--- src/rtl/mem_arb_pkg.sv ---
// Shared types and constants for the two-port memory arbiter.
package mem_arb_pkg;

    typedef enum logic [1:0] {
        IDLE   = 2'd0,
        ACCESS = 2'd1,
        RESP   = 2'd2
    } arb_state_t;

    localparam logic PORT_A = 1'b0;
    localparam logic PORT_B = 1'b1;

    localparam int unsigned CNT_W = 4;

endpackage

--- src/rtl/rr_arbiter2.sv ---
// Two-request round-robin picker; the last-served pointer lives in the parent.
module rr_arbiter2
    import mem_arb_pkg::*;
(
    input  logic req_a,
    input  logic req_b,
    input  logic last_b,
    output logic valid,
    output logic pick_b
);

    always_comb begin
        valid  = req_a | req_b;
        pick_b = req_b & (~req_a | (last_b == PORT_A));
    end

endmodule

--- src/rtl/mem_port_arbiter.sv ---
// Shares a single-ported asynchronous memory between ports A and B, holding
// mem_read for WAIT_CYCLES cycles so read data settles before capture.
module mem_port_arbiter
    import mem_arb_pkg::*;
#(
    parameter int unsigned WAIT_CYCLES = 3,
    parameter int unsigned ADDR_W      = 32,
    parameter int unsigned DATA_W      = 32
) (
    input  logic              clk,
    input  logic              reset,
    input  logic              a_req,
    input  logic              a_we,
    input  logic [ADDR_W-1:0] a_addr,
    input  logic [DATA_W-1:0] a_wdata,
    output logic [DATA_W-1:0] a_rdata,
    output logic              a_ack,
    input  logic              b_req,
    input  logic              b_we,
    input  logic [ADDR_W-1:0] b_addr,
    input  logic [DATA_W-1:0] b_wdata,
    output logic [DATA_W-1:0] b_rdata,
    output logic              b_ack,
    output logic              mem_read,
    output logic              mem_write,
    output logic [ADDR_W-1:0] mem_addr,
    output logic [DATA_W-1:0] mem_write_data,
    input  logic [DATA_W-1:0] mem_read_data,
    output logic              busy,
    output logic              grant_b
);

    localparam logic [CNT_W-1:0] CNT_LOAD = CNT_W'(WAIT_CYCLES - 1);

    arb_state_t        state;
    logic [CNT_W-1:0]  cnt;
    logic              we_q;
    logic              last_b;
    logic              arb_valid;
    logic              arb_pick_b;
    logic              sel_we;
    logic [ADDR_W-1:0] sel_addr;
    logic [DATA_W-1:0] sel_wdata;

    rr_arbiter2 u_rr (
        .req_a  (a_req),
        .req_b  (b_req),
        .last_b (last_b),
        .valid  (arb_valid),
        .pick_b (arb_pick_b)
    );

    always_comb begin
        sel_we    = arb_pick_b ? b_we    : a_we;
        sel_addr  = arb_pick_b ? b_addr  : a_addr;
        sel_wdata = arb_pick_b ? b_wdata : a_wdata;
    end

    // Memory strobes are flops set on entry to ACCESS, so no req reaches a memory pin.
    always_ff @(posedge clk or posedge reset) begin
        if (reset) begin
            state          <= IDLE;
            cnt            <= '0;
            we_q           <= 1'b0;
            last_b         <= PORT_B;
            grant_b        <= PORT_A;
            mem_read       <= 1'b0;
            mem_write      <= 1'b0;
            mem_addr       <= '0;
            mem_write_data <= '0;
            a_rdata        <= '0;
            b_rdata        <= '0;
            a_ack          <= 1'b0;
            b_ack          <= 1'b0;
            busy           <= 1'b0;
        end else begin
            a_ack <= 1'b0;
            b_ack <= 1'b0;
            case (state)
                IDLE: begin
                    if (arb_valid) begin
                        grant_b        <= arb_pick_b;
                        last_b         <= arb_pick_b;
                        mem_addr       <= sel_addr;
                        mem_write_data <= sel_wdata;
                        we_q           <= sel_we;
                        mem_write      <= sel_we;
                        mem_read       <= ~sel_we;
                        cnt            <= sel_we ? '0 : CNT_LOAD;
                        busy           <= 1'b1;
                        state          <= ACCESS;
                    end
                end
                ACCESS: begin
                    if (we_q || cnt == '0) begin
                        mem_read  <= 1'b0;
                        mem_write <= 1'b0;
                        state     <= RESP;
                        if (grant_b == PORT_B) begin
                            b_ack <= 1'b1;
                            if (!we_q) b_rdata <= mem_read_data;
                        end else begin
                            a_ack <= 1'b1;
                            if (!we_q) a_rdata <= mem_read_data;
                        end
                    end else begin
                        cnt <= cnt - 1'b1;
                    end
                end
                RESP: begin
                    busy  <= 1'b0;
                    state <= IDLE;
                end
                default: begin
                    busy  <= 1'b0;
                    state <= IDLE;
                end
            endcase
        end
    end

endmodule
--- config.mk ---
export PLATFORM = sky130hd
export DESIGN_NAME = mem_port_arbiter
export DESIGN_NICKNAME = d
export VERILOG_FILES = /design/src/rtl/mem_arb_pkg.sv /design/src/rtl/rr_arbiter2.sv /design/src/rtl/mem_port_arbiter.sv
export SDC_FILE = /design/constraint.sdc
export NUM_CORES = 1
export LEC_CHECK = 0
export CELL_PAD_IN_SITES_DETAIL_PLACEMENT = 1
export CELL_PAD_IN_SITES_GLOBAL_PLACEMENT = 1
export CORE_UTILIZATION = 33
export DETAILED_ROUTE_END_ITERATION = 10
export GPL_TIMING_DRIVEN = 0
export PLACE_DENSITY_LB_ADDON = 0.1
export SLEW_MARGIN = 20
export SYNTH_ARGS = -nofsm -noshare
export SYNTH_HDL_FRONTEND = slang
export SYNTH_SLANG_ARGS = --single-unit
--- constraint.sdc ---
create_clock -name clk -period 9.1 [get_ports clk]
set_input_delay 1.365 -clock clk [delete_from_list [all_inputs] [get_ports clk]]
set_output_delay 1.365 -clock clk [all_outputs]
set_load 0.05 [all_outputs]
==> out/metrics.cfg <==
[outcome]
status=finished, final reports clean

[clocking]
clock_path_buffers=2
cts_tree=built
htree_levels=4
clk_pin_slew_ns=0.06
clk_latency_ns=0.42
cts_buffers=17
clockRootBuffer=clkbuf_16
hold_buffers=0
post_cts_resized=0
cts_setup_buffers=0
clkSinkCount=142

[setup_path]
critPathSlowestCell=clkdlybuf4s50_1
r2r_slack_ns=7.18
worstRegToRegCells=6
reg2reg_from=state[1]
crit_cells=1
reg2reg_to=mem_addr[0]
critPathRequiredTime_ns=7.74
path_cells=clkdlybuf4s50_1
cpPeakStageDelay_ns=0.87
path_delay_family=buffers and inverters
crit_arrival_ns=1.75
critPathBufInv=1
cp-start-kind=register
end_kind=primary output
crit_path_max_fanout=6
crit_type=register to primary output

[synth]
synthSimpleGateAreaFrac=0.0657
ys_ff_latch=142
yosysSeqAreaShare=0.584
async_flop_share=1.00
synth_enable_flop_cells=0
avgSynthCellArea_um2=12.8
synth-adder-area-share=0.00205
ys.warnings.count=0
synth_nets=642
synth_compound_area_frac=0.0641
synth_top_family_by_area=multiplexers
synthMuxAreaShare=0.245
yosys-top-cells-count=dfrtp_1, nand2_1, o21ai_0
yosysMostFrequentCell=dfrtp_1
synthDistinctLibCells=32
netlist_instances=475
netlist.area_leader.share=0.579
synth-xor-area-share=0.00144
yosys-top-cells-area=dfrtp_1, mux2i_1, mux2_4, mux2_2, o21ai_0
synth-main-ff-cell=dfrtp_1
synth_area_mm2=0.00609
netlist.top_cell.by_area=dfrtp_1

[timing]
relSlewSlack=0.615
drv_slew=0
max_freq_mhz=321
hold_viol=0
hold-worst-slack_ns=0.468
rsz0062_at_grt=false
setup_violations=0
fin_setup_tns_ns=0
fin_skew_ns=0.00911
worstMarginPinSlew_ns=0.575
fin_ws_ns=5.99
min_period_over_period=0.342
finalCriticalPeriod_ns=3.11

[finish]
drive_above_1_share=0.152
finalNetCount=961
antennaDiodeCount=0
finalCoreUtilization=0.552
final.fill_count=1852
synthToLayoutAreaGrowth_pct=63.3

[grt]
busiest_layer=met2
track_usage=0.205
grt_pass1_wl_um=28700
use_met1=0.227
grt_max_degree=80
first_global_vias=5311
global_route.usage.met2=0.351
grtUsageMet3=0.0753
antenna_found_initial=0
gr-total-overflow=0

[pwr]
power_uw=4220
vdd_drop_max_uv=252
leakage_uw=0.00439
p_per_area_mw_per_mm2=424

[detailed_routing]
drc=0
first_iter_violations=96
wl_um=19400
vias=4924
final_antenna_net_count=0
wl_per_cell_um=18.7
via_per_inst=4.75
detail_route.first_pass.iterations=4

[floorplanning]
fp.dieH_um=138
core-area_mm2=0.0180
boundaryPins=300
die_w_um=138
die-area_mm2=0.0190
initial_core_util=0.338
rows=49

[place]
port-buffer-count=299
dp_slack_ns=5.66
detailed_place_hpwl_um=14900
gp_congestion=0.772

[min_path]
min_path_type=register to register
hp-start=last_b
worstHoldPathCells=2
hold_end=last_b

[job]
max_cap_viol_count=0

## report_power, final
part	total (uW)	leakage, uW	switching [uW]	internal, uW
Clock	644	0.000264	279	365
Combinational	2440	0.00241	1570	878
Sequential	1130	0.00171	181	948
## layout by cell type, fill, tap and decap left out, types with 2 or more instances in the layout
cell type        synthesis  layout
buf_6                   10      10
nand2_1                 71      71
inv_1                    9       8
dfrtp_1                141     141
clkinv_2                 0       3
inv_6                    0       3
clkdlybuf4s50_1          0     299
clkbuf_1                 7       9
clkbuf_16                0      17
clkbuf_8                 0       2
mux2_4                  30      30
o21ai_0                 67      67
buf_2                   10      10
mux2_2                  34      34
clkinv_4                 0       3
nor3_1                   5       5
nor2_1                   4       4
clkinvlp_4               0       2
a21oi_1                  2       2
mux2i_1                 66      66
## metal layers
| metal | share of wire | vias up |
|---|---|---|
| met1 | 0.39 | 2403 |
| met4 | 0.028 | 0 |
| met3 | 0.093 | 34 |
| met5 | 0 | - |
| li1 | - | 2276 |
| met2 | 0.49 | 211 |
## flip-flops by register name, summed over array words and instances, names as in the netlist
register        cells
a_ack               1
a_rdata            32
b_ack               1
b_rdata            32
busy                1
cnt                 4
grant_b             1
last_b              1
mem_addr           32
mem_read            1
mem_write           1
mem_write_data     32
state               2
we_q                1
## metrics by stage
| step | area (um^2) | std cells |
|---|---|---|
| after floorplan | 6090 | 475 |
| after global placement | 9370 | 1003 |
| after detailed placement | 9410 | 1004 |
| after CTS | 9950 | 1036 |
| after global routing | 9950 | 1036 |
| final | 9950 | 1036 |
## cell type report
type / instances / area (um^2) / share of cell area
flip-flops and latches: 142 / 3550 / 0.357
repair buffers: 300 / 3020 / 0.304
multi-input cells: 296 / 2310 / 0.232
clock buffers: 21 / 460 / 0.0463
well taps: 229 / 287 / 0.0288
plain buffers: 28 / 196 / 0.0197
clock inverters: 11 / 82.6 / 0.00830
inverters: 9 / 41.3 / 0.00415
## worst max-delay path by stage
stage / to / start / slack, ns
finish: grant_b / grant_b / 5.99
global route: mem_write_data[20] / a_req / 5.91
CTS: grant_b / grant_b / 5.94
detailed placement: mem_write_data[17] / a_req / 5.66
global placement: mem_addr[13] / reset / 1.96
floorplan: a_ack / reset / 3.93
## logic make-up after synthesis
logic type,count (synthesis)
buffers and inverters,37
muxes,130
DFF,142
adders and majority gates,1
AOI/OAI and AO/OA,74
and+or+nand+nor,90
xor gates and xnor gates,1
Note: power is estimated with default switching activity, not from simulation.
